$ cat config.mk
export PLATFORM = sky130hd
export DESIGN_NAME = ball_collision_detect
export DESIGN_NICKNAME = d
export VERILOG_FILES = /design/src/rtl/ball_collision_detect.sv
export SDC_FILE = /design/constraint.sdc
export NUM_CORES = 1
export LEC_CHECK = 0
export CAP_MARGIN = 20
export CORE_MARGIN = 2
export CORE_UTILIZATION = 57
export CTS_BUF_LIST = sky130_fd_sc_hd__clkbuf_16
export CTS_CLUSTER_SIZE = 14
export DETAILED_ROUTE_END_ITERATION = 16
export PLACE_DENSITY = 0.88
export SLEW_MARGIN = 10
export SYNTH_ARGS = -nofsm -noshare
export SYNTH_HDL_FRONTEND = slang
export SYNTH_SLANG_ARGS = --single-unit
export TNS_END_PERCENT = 100
$ cat constraint.sdc
create_clock -name clk -period 3.4 [get_ports clk]
set_clock_uncertainty 0.15 [all_clocks]
set_input_delay 0.68 -clock clk [delete_from_list [all_inputs] [get_ports clk]]
set_output_delay 0.68 -clock clk [all_outputs]
set_load 0.03 [all_outputs]
$ cat src/rtl/ball_collision_detect.sv
// Pong collision/score sequencer: wall and paddle bounce strobes, miss detection,
// per-player scoring and the SERVE/PLAY/OVER sequencing, all evaluated on sample_en.
module ball_collision_detect #(
  parameter int unsigned x_coords_width = 10,
  parameter int unsigned y_coords_width = 10,
  parameter int unsigned SCREEN_W       = 640,
  parameter int unsigned SCREEN_H       = 480,
  parameter int unsigned STEP           = 10,
  parameter int unsigned BALL_SIZE      = 8,
  parameter int unsigned PADDLE_W       = 8,
  parameter int unsigned PADDLE_H       = 64,
  parameter int unsigned PADDLE_L_X     = 16,
  parameter int unsigned PADDLE_R_X     = 616,
  parameter int unsigned HOLDOFF        = 4,
  parameter int unsigned SERVE_WAIT     = 60,
  parameter int unsigned SCORE_W        = 4,
  parameter int unsigned WIN_SCORE      = 9
) (
  input  logic                      clk,
  input  logic                      reset,
  input  logic                      sample_en,
  input  logic [x_coords_width-1:0] ball_x,
  input  logic [y_coords_width-1:0] ball_y,
  input  logic [y_coords_width-1:0] paddle_l_y,
  input  logic [y_coords_width-1:0] paddle_r_y,
  output logic                      touching_paddle,
  output logic                      touching_wall,
  output logic                      point_l,
  output logic                      point_r,
  output logic                      serve_req,
  output logic [SCORE_W-1:0]        score_l,
  output logic [SCORE_W-1:0]        score_r,
  output logic                      game_over
);

  localparam int unsigned XW1    = x_coords_width + 1;
  localparam int unsigned YW1    = y_coords_width + 1;
  localparam int unsigned HOLD_W = $clog2(HOLDOFF + 1);
  localparam int unsigned WAIT_W = $clog2(SERVE_WAIT + 1);

  typedef enum logic [1:0] {ST_SERVE, ST_PLAY, ST_OVER} state_e;

  state_e              state_q, state_d;
  logic [WAIT_W-1:0]   wait_q, wait_d;
  logic [HOLD_W-1:0]   hold_w_q, hold_w_d, hold_p_q, hold_p_d;
  logic [SCORE_W-1:0]  score_l_q, score_l_d, score_r_q, score_r_d;
  logic                tp_q, tp_d, tw_q, tw_d, pl_q, pl_d, pr_q, pr_d;
  logic                serve_q, serve_d, over_q, over_d;

  // Geometry in width+1 bits so additions never wrap
  logic [XW1-1:0] bx;
  logic [YW1-1:0] by, ply, pry;
  logic           wall_hit, lhit, rhit, paddle_hit, miss_l, miss_r, x_wrap, y_wrap;

  function automatic logic overlap(input logic [YW1-1:0] y, input logic [YW1-1:0] p);
    return ((y + YW1'(BALL_SIZE)) > p) && (y < (p + YW1'(PADDLE_H)));
  endfunction

  always_comb begin
    bx         = XW1'(ball_x);
    by         = YW1'(ball_y);
    ply        = YW1'(paddle_l_y);
    pry        = YW1'(paddle_r_y);
    x_wrap     = bx >= XW1'((1 << x_coords_width) - STEP);
    y_wrap     = by >= YW1'((1 << y_coords_width) - STEP);
    wall_hit   = (by < YW1'(STEP)) || y_wrap ||
                 ((by >= YW1'(SCREEN_H - BALL_SIZE)) && !y_wrap);
    lhit       = (bx < XW1'(PADDLE_L_X + PADDLE_W)) &&
                 ((bx + XW1'(BALL_SIZE)) > XW1'(PADDLE_L_X)) && overlap(by, ply);
    rhit       = (bx < XW1'(PADDLE_R_X + PADDLE_W)) &&
                 ((bx + XW1'(BALL_SIZE)) > XW1'(PADDLE_R_X)) && overlap(by, pry);
    paddle_hit = lhit || rhit;
    miss_l     = ((bx < XW1'(STEP)) || x_wrap) && !paddle_hit;
    miss_r     = (bx >= XW1'(SCREEN_W - BALL_SIZE)) && !x_wrap && !paddle_hit;
  end

  // Next-state and registered-output logic
  always_comb begin
    state_d   = state_q;
    wait_d    = wait_q;
    hold_w_d  = hold_w_q;
    hold_p_d  = hold_p_q;
    score_l_d = score_l_q;
    score_r_d = score_r_q;
    over_d    = over_q;
    tp_d      = 1'b0;
    tw_d      = 1'b0;
    pl_d      = 1'b0;
    pr_d      = 1'b0;
    serve_d   = 1'b0;
    if (sample_en) begin
      if (hold_w_q != '0) hold_w_d = hold_w_q - 1'b1;
      if (hold_p_q != '0) hold_p_d = hold_p_q - 1'b1;
      case (state_q)
        ST_SERVE: begin
          if (wait_q == WAIT_W'(SERVE_WAIT - 1)) begin
            serve_d  = 1'b1;
            wait_d   = '0;
            hold_w_d = '0;
            hold_p_d = '0;
            state_d  = ST_PLAY;
          end else begin
            wait_d = wait_q + 1'b1;
          end
        end
        ST_PLAY: begin
          if (miss_l) begin
            pr_d      = 1'b1;
            score_r_d = score_r_q + 1'b1;
            wait_d    = '0;
            state_d   = (score_r_d == SCORE_W'(WIN_SCORE)) ? ST_OVER : ST_SERVE;
            over_d    = (score_r_d == SCORE_W'(WIN_SCORE));
          end else if (miss_r) begin
            pl_d      = 1'b1;
            score_l_d = score_l_q + 1'b1;
            wait_d    = '0;
            state_d   = (score_l_d == SCORE_W'(WIN_SCORE)) ? ST_OVER : ST_SERVE;
            over_d    = (score_l_d == SCORE_W'(WIN_SCORE));
          end else begin
            if (wall_hit && (hold_w_q == '0)) begin
              tw_d     = 1'b1;
              hold_w_d = HOLD_W'(HOLDOFF);
            end
            if (paddle_hit && (hold_p_q == '0)) begin
              tp_d     = 1'b1;
              hold_p_d = HOLD_W'(HOLDOFF);
            end
          end
        end
        ST_OVER: ;
        default: state_d = ST_SERVE;
      endcase
    end
  end

  always_ff @(posedge clk or negedge reset) begin
    if (!reset) begin
      state_q   <= ST_SERVE;
      wait_q    <= '0;
      hold_w_q  <= '0;
      hold_p_q  <= '0;
      score_l_q <= '0;
      score_r_q <= '0;
      over_q    <= 1'b0;
      tp_q      <= 1'b0;
      tw_q      <= 1'b0;
      pl_q      <= 1'b0;
      pr_q      <= 1'b0;
      serve_q   <= 1'b0;
    end else begin
      state_q   <= state_d;
      wait_q    <= wait_d;
      hold_w_q  <= hold_w_d;
      hold_p_q  <= hold_p_d;
      score_l_q <= score_l_d;
      score_r_q <= score_r_d;
      over_q    <= over_d;
      tp_q      <= tp_d;
      tw_q      <= tw_d;
      pl_q      <= pl_d;
      pr_q      <= pr_d;
      serve_q   <= serve_d;
    end
  end

  assign touching_paddle = tp_q;
  assign touching_wall   = tw_q;
  assign point_l         = pl_q;
  assign point_r         = pr_q;
  assign serve_req       = serve_q;
  assign score_l         = score_l_q;
  assign score_r         = score_r_q;
  assign game_over       = over_q;

endmodule

[After elaboration in Yosys (flattened, before gate mapping)]
Index checks and enable logic that the tools add are counted.
Word-level totals
  memories: 0
  register bits after elaboration: 28
  word-level logic and storage cells: 119
  memory bits (read-only): 0
  RAM bits: 0
  latch bits: 0
Operators by class
  multiplexer cells: 44
  shifts and indexed selects: 0
  $add $sub $neg: 9
  eq/ne operators: 7
  reduce and logical (&&, ||, !) cells: 31
  bitwise gates (word level): 2
  multipliers: 0
  divide/modulo/power cells: 0
  $lt $le $gt $ge: 14
Operators by type and width (count)
  10-bit greater-or-equal comparator, second input constant: 3
  3-bit 2-to-1 mux: 10
  10-bit by 4-bit adder with 11-bit output, second input constant: 2
  10-bit by 7-bit adder with 11-bit output, second input constant: 2
  11-bit by 10-bit > comparator with 1-bit output: 2
  10-bit by 11-bit < comparator with 1-bit output: 2
  1-bit 2-to-1 mux: 22
  10-bit by 4-bit < comparator with 1-bit output, second input constant: 2
  6-bit 2-to-1 mux: 3
  1-bit logical AND: 12
  3-bit one-hot mux with 2 select lines: 2
  6-bit one-hot mux with 2 select lines: 1
  11-bit by 10-bit > comparator with 1-bit output, second input constant: 1
  11-bit by 5-bit > comparator with 1-bit output, second input constant: 1
  10-bit by 9-bit greater-or-equal comparator with 1-bit output, second input constant: 1
  10-bit < comparator, second input constant: 1
  10-bit by 5-bit < comparator with 1-bit output, second input constant: 1
  2-bit 2-to-1 mux: 5
  3-bit AND reduction: 3
  4-bit by 1-bit adder with 4-bit output, second input constant: 2
  4-bit equality test, second input constant: 2
  4-bit AND reduction: 2
  6-bit by 1-bit adder with 6-bit output, second input constant: 1
  6-bit equality test, second input constant: 1
  other kinds (13): 23

[Logic depth before layout (Yosys ltp)]
Gate-level depths: netlist (run 1).
  word-level depth: 11
  gate-level depth with buffers: 12
  gate-level depth less buffers: 11

[Worst setup path before layout (run 1)]
OpenSTA, ideal clock, no wires.
  path type: in2reg
  from: in paddle_r_y[6]
  to: reg score_l_q[1] (netlist: score_l[1])
  data required time: 3.122 ns
  arrival time: 3.047 ns
  setup time: 0.128 ns
  path slack: 0.075 ns
  cell stages on the path: 10
  cell sequence: ha_1 -> xnor2_1 -> ha_1 -> and4_4 -> a2111o_1 -> or4_4 -> o22a_4 -> buf_6 -> nand2_2 -> mux2_1
On the way
  word-level cells in the longest chain between the ends: 9
RTL lines
  start, declared: line 25  | input logic [y_coords_width-1:0] paddle_r_y,
  10-bit by 7-bit adder with 11-bit output: line 56  | return ((y + YW1'(BALL_SIZE)) > p) && (y < (p + YW1'(PADDLE_H)));
  10-bit by 11-bit < comparator with 1-bit output: line 56
  1-bit logical AND (*): line 56
  1-bit logical AND (*): line 71  | ((bx + XW1'(BALL_SIZE)) > XW1'(PADDLE_R_X)) && overlap(by, pry);
  1-bit logical OR (*): line 72  | paddle_hit = lhit || rhit;
  1-bit zero test (*): line 73, 74
  1-bit logical AND: line 73  | miss_l = ((bx < XW1'(STEP)) || x_wrap) && !paddle_hit;
  1-bit NOT (no line)
  4-bit AND reduction (no line) (*)
  end signal, assigned: line 155  | score_l_q <= score_l_d;
  end, declared: line 46  | logic [SCORE_W-1:0] score_l_q, score_l_d, score_r_q, score_r_d;
Every way passes the cells marked *; elsewhere a longest branch is shown, timed or not.
A chain may end at the register's enable or synchronous reset.

[Worst setup path after layout (run 1)]
  from: in ball_y[6]
  to: reg score_r_q[1] (netlist: score_r[1])
On the way
  word-level cells in the longest chain between the ends: 8
RTL lines
  start, declared: line 23  | input logic [y_coords_width-1:0] ball_y,
  10-bit by 4-bit adder with 11-bit output: line 56
  11-bit by 10-bit > comparator with 1-bit output: line 56
  1-bit logical AND: line 56
  1-bit logical AND (on tied branches): line 69, 71
  1-bit logical OR (*): line 72
  1-bit zero test (*): line 73
  1-bit logical AND (*): line 73
  3-bit AND reduction (no line) (*)
  end signal, assigned: line 156  | score_r_q <= score_r_d;
  end, declared: line 46
Marked as above.

==> key figures, run 1 <==
Yosys
  – Synth warnings: 0
  – Syn Std Cell Area: 2790 sq um
  – Sequential share of the synthesized area: 25.1%
  – Syn Area/Cell: 8.83 sq um
  – Gate Count Post-Synth: 316
  – Top FF cell, synth: dfrtp_1
  – Syn nets: 406
  – Yosys cell types: 58
  – Register bit total from synthesis: 28
  – EDFF count, synth: 0
  – Ys async rst share: 100%

Routing
  – First-pass detailed-route iteration total: 5
  – Avg WL per Cell: 22.1 um
  – Residual DRC: 0
  – Post-route ant nets: 0
  – Post-DR vias/cell: 6.71
  – Vias post-DR: 3314
  – Final wirelength: 10900 um
  – Initial DRC count: 347

STA
  – Crit share post-route: 103%
  – Setup TNS: -0.235 ns
  – Slew HR: 56.7%
  – Setup violations, final: 8
  – Min Tclk post-route: 3.49 ns
  – Fin. Hold Viols: 0
  – RSZ-0062 raised after global routing: yes
  – Setup ws final: -0.0883 ns
  – Slew Viols, Final: 0
  – Hold Slack: 0.363 ns
  – FMAX: 287 MHz
  – Least-Margin Pin Slew: 0.646 ns

Clock network
  – CTS sink cnt: 28
  – Clock Root Buffer: clkbuf_16
  – CTS H-tree depth: 1
  – CTS tree: done
  – Clk slew on worst S/H paths: 0.07 ns
  – Total CTS buffers: 3
  – Clk buf depth: 2
  – Clock Latency Late Sink: 0.26 ns

Critical path
  – CP Cell Sequence: clkdlybuf4s15_1 -> and3_4 -> nand3_4 -> xnor2_4 -> ha_4 -> nand3_1 -> or3_1 -> a21oi_1 -> or4_4 -> o22a_4 -> buf_4 -> nand3_4 -> mux2_4
  – Most used cell, CP: nand3_4
  – Reg-to-reg startpoint: state_q[0]
  – Crit end category: flip-flop
  – Crit path max-delay family: simple AND/OR/NAND/NOR gates
  – Crit Path Max Fanout: 6
  – Max incr delay on CP: 0.52 ns
  – Critical Path Start Type: input port
  – Critical path type: input port to flip-flop
  – Crit path DAT: 3.48 ns
  – CP Launch Point: ball_y[6]
  – Worst Path Required: 3.40 ns
  – Buf/Inv on CP: 2
  – Slowest cell on crit path: or4_4

Pwr
  – Sequential power share: 30.6%
  – Combinational cell fraction of total power: 50.5%
  – Sw frac: 40.0%
  – Pwr/cell area: 436 nW/um^2
  – Sw power: 0.000729 W
  – Peak supply drop: 536 uV
  – Leak: 2.02 nW
  – Int Pwr: 0.00109 W
  – Clock network power share: 19.0%

Floorplanning
  – Num rows: 25
  – Core box area: 4720 sq um
  – Die Span X: 74.0 um
  – Io pins: 57
  – Die Ht: 74.0 um
  – Initial core utilization: 59.0%
  – Die Area: 5470 sq um

Global route
  – GRT Overall Usage: 33.4%
  – First-pass GRT wire length: 14200 um
  – Vias in the first global route: 3241
  – Largest net degree at the start of global routing: 29
  – Gr ovfl total: 0
  – Initial antenna violation count: 0

Cells and area
  – Layout cells sized above 1: 25.8%
  – Non-filler cells, final: 494
  – Number of diodes: 0
  – Area delta synth->final: 49.8%
  – Commonest non-fill, non-tap cell in the layout: buf_4
  – Post-layout nets: 518
  – Most frequent cells in the layout: buf_4, clkdlybuf4s50_1, ha_1
  – Final Core Density: 88.5%

Flow run
  – Max-Cap Viols: 0

Worst hold path
  – Hold path startpoint: hold_p_q[2]
  – Hold crit path type: flip-flop to flip-flop

Outcome
  – Status: finished with violations
  – Failing checks: negative setup slack

Place
  – Port Buffer Count: 56
  – Routability cong.: 0.923
  – Placed Cells: 484
  – Post-DP HPWL: 6180 um
## area by class of cell
type / count / area, sq um
fillers: 198 / 544
clock buffers: 3 / 75.1
flip-flops and latches: 28 / 701
repair buffers: 109 / 948
well taps: 67 / 83.8
clock inverters: 1 / 30.0
inverters: 36 / 135
multi-input cells: 250 / 2210
## cells in the mapped netlist (2+ instances only)
master     n  share of area (%)
a211o_1    3               0.94
a211oi_1   5                1.3
a21boi_0   2               0.54
a21o_1     6                1.6
a21oi_1   15                2.7
a22o_1     3               0.94
a31o_1     2               0.63
a41o_1     2               0.72
and3_1    10                2.2
dfrtp_1   28                 25
ha_1      47                 21
inv_1     36                4.8
mux2_1     2               0.81
nand2_1   17                2.3
nand2b_1   3               0.67
nand3_1   30                5.4
nand3b_1   3               0.81
nand4_1    7                1.6
nor2_1    12                1.6
nor3_1    10                1.8
nor3b_1    3               0.81
nor4_1     3               0.67
o21ai_0    9                1.6
o21ai_1    2               0.36
o22ai_1    2               0.45
o311a_1    2               0.72
o31ai_1    3               0.81
or3_1      3               0.67
xnor2_1   15                4.7
xor2_1     3               0.94
## final timing paths
kind	endpoint	slack (ns)	cells after the start
max	score_r[1]	-0.09	13
min	hold_p_q[2]	0.36	1
max reg2reg	score_l[1]	0.95	6
min reg2reg	hold_p_q[2]	0.36	1
max in group asynchronous	hold_p_q[2]	2.18	2
min in group asynchronous	score_r[3]	0.65	2
## sequential cells by signal, summed over array words and instances, names as in the netlist
| name | flops |
|---|---|
| touching_paddle | 1 |
| score_l | 4 |
| wait_q | 6 |
| point_r | 1 |
| hold_p_q | 3 |
| touching_wall | 1 |
| state_q | 2 |
| point_l | 1 |
| serve_req | 1 |
| game_over | 1 |
| hold_w_q | 3 |
| score_r | 4 |
## power by group through the flow
stage	Sequential, W	Combinational [W]	Clock (W)
CTS	0.000546	0.000819	0.000348
floorplan	0.000578	0.000456	0
detailed placement	0.000549	0.000786	0
finish	0.000557	0.000920	0.000346
global placement	0.000538	0.000751	0
global route	0.000566	0.000982	0.000363
## per-stage QoR
step	setup WS, ns	instance area [sq um]	power, W
2_1_floorplan	0.0753	2790	0.00103
3_3_place_gp	-0.479	3770	0.00129
3_5_place_dp	-0.580	3770	0.00134
4_1_cts	0.00413	3980	0.00171
5_1_grt	-0.151	4180	0.00191
6_report	-0.0883	4180	0.00182
## timing repair
item / in CTS / in global routing
cloned: 0 / 0
gates resized for setup: 34 / 42
hold buffers: 0 / 0
buffers inserted: 3 / 3
endpoints found under the setup margin: 27 / 27
pin swaps: 23 / 22
## routing by layer
layer / vias up / GRT usage, % / part of all wire (%)
met1: 1524 / 37.1 / 35
met3: 105 / 4.61 / 9.0
met4: 0 / 19.2 / 8.2
met2: 285 / 60.6 / 48
met5: - / 0 / 0
li1: 1400 / - / -
## cell families after synthesis
| kind of cell | share of synthesized area [%] |
|---|---|
| buffers and inverters | 5.38 |
| AOI/OAI and AO/OA | 19.3 |
| and+or+nand+nor | 21.9 |
| muxes | 1.57 |
| DFF | 25.1 |
| adders and majority gates | 21.1 |
| xor gates and xnor gates | 5.65 |
Power figures use the tool's default switching activity.
==> inputs of run 2 (changes only) <==
Settings changed: CAP_MARGIN 20 to unset, PLACE_DENSITY 0.88 to 0.87, SETUP_SLACK_MARGIN set to 0.2.
==> run 2 against run 1 <==
Compared with the run above:
- the flow still finishes with violations (negative setup slack)
- first-iteration DRC count rose by 88%
- worst hold slack gained 0.010 ns
- combinational power increased by 21%
- critical path depth shrank 1
- clock-buffer cell count unchanged
- register-to-register slack lost 0.06 ns
- design area increased by 9.2%
- global-route usage increased by 7.5 points
- critical endpoint is now hold_w_q[1]
- largest cell class unchanged
- largest power group unchanged
- highest routed layer unchanged
==> key figures, run 2 (synthesis gave the netlist of run 1 again) <==
Outcome
  – Status: finished with violations
  – Failing checks: negative setup slack

Cells and area
  – Final Core Density: 96.6%
  – Commonest non-fill, non-tap cell in the layout: buf_4
  – Max FFs per register: 6
  – Post-layout nets: 523
  – Biggest register: wait_q
  – Fillers: 91
  – FF/Latch Area: 701 sq um
  – Number of diodes: 0
  – Most frequent cells in the layout: buf_4, clkdlybuf4s50_1, inv_1, dfrtp_1, ha_1
  – Layout cells sized above 1: 35.4%
  – Area delta synth->final: 63.6%
  – Multi-input gate area: 2500 sq um

Global route
  – First-pass GRT wire length: 16900 um
  – GRT Overall Usage: 40.9%
  – Vias in the first global route: 3432
  – Largest net degree at the start of global routing: 29
  – Initial antenna violation count: 0
  – Gr ovfl total: 0

Floorplanning
  – Die Ht: 74.0 um
  – Die Span X: 74.0 um
  – Die Area: 5470 sq um
  – Io pins: 57
  – Initial core utilization: 59.0%
  – Num rows: 25
  – Core box area: 4720 sq um

Critical path
  – Worst Path Required: 3.39 ns
  – Critical path type: input port to flip-flop
  – Slowest cell on crit path: or4_4
  – Critical Path Start Type: input port
  – Crit path DAT: 3.64 ns
  – Crit end category: flip-flop
  – CP Cell Sequence: clkdlybuf4s15_2 -> nand3_2 -> xnor2_1 -> ha_1 -> a21oi_1 -> a21boi_0 -> a2111o_1 -> or4_4 -> o22a_4 -> buf_6 -> a211oi_4 -> o21ai_2
  – Max incr delay on CP: 0.45 ns
  – Crit Path Max Fanout: 5

Routing
  – Initial DRC count: 652
  – Post-DR vias/cell: 7.71
  – Vias post-DR: 3846
  – First-pass detailed-route iteration total: 8
  – Post-route ant nets: 0
  – Avg WL per Cell: 30.8 um
  – Residual DRC: 0
  – Final wirelength: 15300 um

Place
  – Port Buffer Count: 56
  – Setup WS pre-CTS: -0.637 ns
  – Routability cong.: 0.919
  – Post-DP HPWL: 6300 um

Flow run
  – Max-Cap Viols: 0

Pwr
  – Pwr/cell area: 450 nW/um^2
  – Total power: 0.00205 W
  – Peak supply drop: 563 uV
  – Leak: 2.09 nW

STA
  – Setup TNS: -3.44 ns
  – Min Tclk post-route: 3.65 ns
  – Setup ws final: -0.246 ns
  – Crit share post-route: 107%
  – RSZ-0062 raised after global routing: yes
  – FMAX: 274 MHz
  – Fin. Hold Viols: 0
  – Setup violations, final: 26
  – Least-Margin Pin Slew: 0.764 ns
  – Slew Viols, Final: 0
  – Slew HR: 48.6%

Clock network
  – Clock Root Buffer: clkbuf_16
  – CTS H-tree depth: 1
  – CTS tree: done
  – Clock Latency Late Sink: 0.27 ns
  – CTS sink cnt: 28
  – Clk slew on worst S/H paths: 0.07 ns
  – Hold Buf Count CTS: 0
  – Total CTS buffers: 3
  – Clk buf depth: 2

Worst hold path
  – Hold crit path type: flip-flop to flip-flop
-- run 2: stage by stage --
stage               cells  hold slack, ns  area (sq um)
floorplan             316           0.234          2820
global placement      485           0.333          3810
detailed placement    485           0.344          3810
CTS                   497           0.360          4230
global route          499           0.385          4560
finish                499           0.373          4560
-- run 2: area by class of cell --
type                       count  area share (%)
multi-input combinational    250            54.7
timing repair buffer         114            22.8
sequential                    28            15.4
inverter                      36            2.96
tap                           67            1.84
clock buffer                   3            1.65
clock inverter                 1           0.658
-- run 2: report_power, final --
group	total (W)	switching (W)	internal [W]
combinational	0.00111	0.000631	0.000482
clock	0.000359	0.000125	0.000235
sequential	0.000579	0.000142	0.000437
total	0.00205	0.000898	0.00115
-- run 2: path summary, 6_finish.rpt --
path	startpoint	endpoint	slack, ns	cells past startpoint
worst max-delay path	paddle_r_y[8]	hold_w_q[1]	-0.25	12
worst min-delay path	hold_p_q[1]	hold_p_q[1]	0.37	1
worst max register to register	state_q[0]	score_l[1]	0.89	6
worst min register to register	hold_p_q[1]	hold_p_q[1]	0.37	1
max in group asynchronous	reset	game_over	2.10	2
min in group asynchronous	reset	score_r[2]	0.71	2
-- run 2: what timing repair did --
action                     in CTS  in global routing
gates resized for setup       100                 54
buffers inserted                8                  2
setup endpoints to repair      27                 25
cloned                          0                  0
pin swaps                      36                 18
-- run 2: worst max-delay path, delay by kind of cell --
kind | cells | cell delay (ns)
fa+ha+maj | 1 | 0.31
xor+xnor | 1 | 0.21
simple gates | 2 | 0.55
buf+inv | 2 | 0.36
compound gates | 6 | 1.51
-- run 2: layer usage --
metal  up-vias  GRT usage, %  wire length (um)
met4         0          24.4              1790
met1      1722          46.0              4940
met3       217          9.76              2080
met2       508          70.1              6540
li1       1399             -                 -
met5         -             0                 0
==> inputs of run 3 (changes only) <==
Settings changed: CORE_UTILIZATION 57 to 50, PLACE_DENSITY 0.87 to 0.78, SKIP_LAST_GASP set to 1.
==> run 3 against run 2 <==
Compared with the run above:
- the flow now finishes without violations
- sequential share of layout area rose by 0.93 points
- routed wire length decreased by 41%
- critical path depth increased by 1
- sequential power fell by 5.0%
- clock power down 3%
- largest power group unchanged
- highest routed layer unchanged
==> key figures, run 3 (synthesis gave the netlist of run 1 again) <==
Critical path
  – Critical path type: input port to flip-flop
  – Crit path DAT: 3.33 ns
  – Crit end category: flip-flop
  – Crit Path Max Fanout: 7
  – Critical Path Start Type: input port
  – Worst Path Required: 3.40 ns

Floorplanning
  – Io pins: 57
  – Die Area: 6190 sq um
  – Initial core utilization: 51.3%
  – Die Ht: 78.7 um
  – Core box area: 5440 sq um
  – Num rows: 27
  – Die Span X: 78.7 um

Pwr
  – Sequential power share: 30.9%
  – Peak supply drop: 378 uV
  – Sw frac: 38.1%
  – Clock network power share: 19.5%
  – Sw power: 0.000678 W
  – Leak: 2.03 nW
  – Int Pwr: 0.00110 W
  – Pwr/cell area: 414 nW/um^2
  – Combinational cell fraction of total power: 49.5%

Clock network
  – CTS H-tree depth: 1
  – Clock Root Buffer: clkbuf_16
  – CTS tree: done
  – Clock Latency Late Sink: 0.26 ns
  – Hold Buf Count CTS: 0
  – CTS sink cnt: 28
  – Clk buf depth: 2
  – Clk slew on worst S/H paths: 0.07 ns
  – Total CTS buffers: 3

Place
  – Routability cong.: 0.913
  – Port Buffer Count: 56
  – Post-DP HPWL: 5960 um

Outcome
  – Status: completed

Global route
  – Gr ovfl total: 0
  – Vias in the first global route: 2873
  – GRT Overall Usage: 26.0%
  – First-pass GRT wire length: 13200 um
  – Largest net degree at the start of global routing: 29
  – Initial antenna violation count: 0

Cells and area
  – Multi-input gate area: 2310 sq um
  – Biggest register: wait_q
  – Post-layout nets: 518
  – Max FFs per register: 6
  – Fillers: 339
  – FF/Latch Area: 701 sq um
  – Final Core Density: 79.1%
  – Layout cells sized above 1: 30.9%
  – Area delta synth->final: 54.2%
  – Number of diodes: 0
  – Most frequent cells in the layout: buf_4, clkdlybuf4s50_1, ha_1
  – Commonest non-fill, non-tap cell in the layout: buf_4

STA
  – Fin. Hold Viols: 0
  – Setup violations, final: 0
  – Min Tclk post-route: 3.33 ns
  – Slew Viols, Final: 0
  – Hold Slack: 0.356 ns
  – RSZ-0062 raised after global routing: yes
  – Crit share post-route: 98.0%
  – FMAX: 300 MHz
  – Slew HR: 58.8%
  – Least-Margin Pin Slew: 0.614 ns

Routing
  – Vias post-DR: 3008
  – Post-DR vias/cell: 6.03
  – Met2 wire len: 4430 um
  – DR WL met3: 524 um
  – First-pass detailed-route iteration total: 5
  – Avg WL per Cell: 18.0 um
  – Metal1 wirelength: 3720 um
  – Top sig layer: met4
  – Post-route ant nets: 0
  – Residual DRC: 0
  – Initial DRC count: 178
  – Final wirelength: 9000 um

Flow run
  – Max-Cap Viols: 0

Worst hold path
  – Hold crit path type: flip-flop to flip-flop
==> run 3: cell types whose count changed in the layout (fill, tap and decap cells not counted), moves of 3 or more <==
cell	before	now
ha_1	27	32
ha_4	18	13
nand3_4	7	2
buf_6	11	8
nand3_1	21	24
==> run 3: cell type report <==
cell class / instances / share of cell area, %
clock inverter: 1 / 0.698
inverter: 36 / 3.14
multi-input combinational: 250 / 53.8
clock buffer: 3 / 1.75
sequential: 28 / 16.3
timing repair buffer: 109 / 22.2
tap: 72 / 2.09
==> run 3: routing by layer <==
| metal | vias up | GRT usage, % |
|---|---|---|
| met3 | 46 | 3.22 |
| met4 | 0 | 4.39 |
| met1 | 1440 | 33.7 |
| met5 | - | 0 |
| met2 | 129 | 46.8 |
| li1 | 1393 | - |
==> run 3: critical path, cell delays in order <==
cell and delay (ns):
buf_4 0.11, ha_4 0.18, nand3_1 0.10, xnor2_1 0.20, ha_1 0.36, nand4_1 0.12
or3_1 0.38, o311a_1 0.14, o221ai_2 0.22, o22a_4 0.24, buf_6 0.11, a41oi_4 0.15
a211o_1 0.34
==> run 3: power by group through the flow <==
| stage | clock network, W | registers (W) | logic [W] |
|---|---|---|---|
| 3_5_place_dp | 0 | 0.000549 | 0.000786 |
| 2_1_floorplan | 0 | 0.000578 | 0.000466 |
| 4_1_cts | 0.000353 | 0.000548 | 0.000824 |
| 6_report | 0.000348 | 0.000550 | 0.000881 |
| 3_3_place_gp | 0 | 0.000542 | 0.000753 |
| 5_1_grt | 0.000363 | 0.000564 | 0.000965 |
==> run 3: what timing repair did <==
| item | 4_1_cts | 5_1_grt |
|---|---|---|
| endpoints found under the setup margin | 27 | 25 |
| buffers inserted | 3 | 6 |
| pin swaps | 34 | 29 |
| gates resized for setup | 86 | 40 |
==> run 3: worst paths after layout <==
| path | start | endpoint | slack (ns) | depth (start not counted) |
|---|---|---|---|---|
| max | ball_y[3] | wait_q[2] | 0.07 | 13 |
| min | hold_p_q[0] | hold_p_q[0] | 0.36 | 1 |
| max reg2reg | state_q[0] | score_l[1] | 1.06 | 6 |
| min reg2reg | hold_p_q[0] | hold_p_q[0] | 0.36 | 1 |
| max in group asynchronous | reset | hold_w_q[0] | 2.19 | 2 |
| min in group asynchronous | reset | wait_q[3] | 0.63 | 2 |
==> run 3: metrics by stage <==
| stage | cells | setup slack [ns] | TNS, ns | instance area [sq um] | power, W |
|---|---|---|---|---|---|
| finish | 499 | 0.0692 | 0 | 4300 | 0.00178 |
| global route | 499 | 0.00225 | 0 | 4300 | 0.00189 |
| CTS | 493 | 0.191 | 0 | 4060 | 0.00172 |
| detailed placement | 486 | -0.590 | -12.48 | 3780 | 0.00133 |
| global placement | 486 | -0.504 | -10.54 | 3780 | 0.00130 |
| floorplan | 316 | 0.110 | 0 | 2820 | 0.00104 |
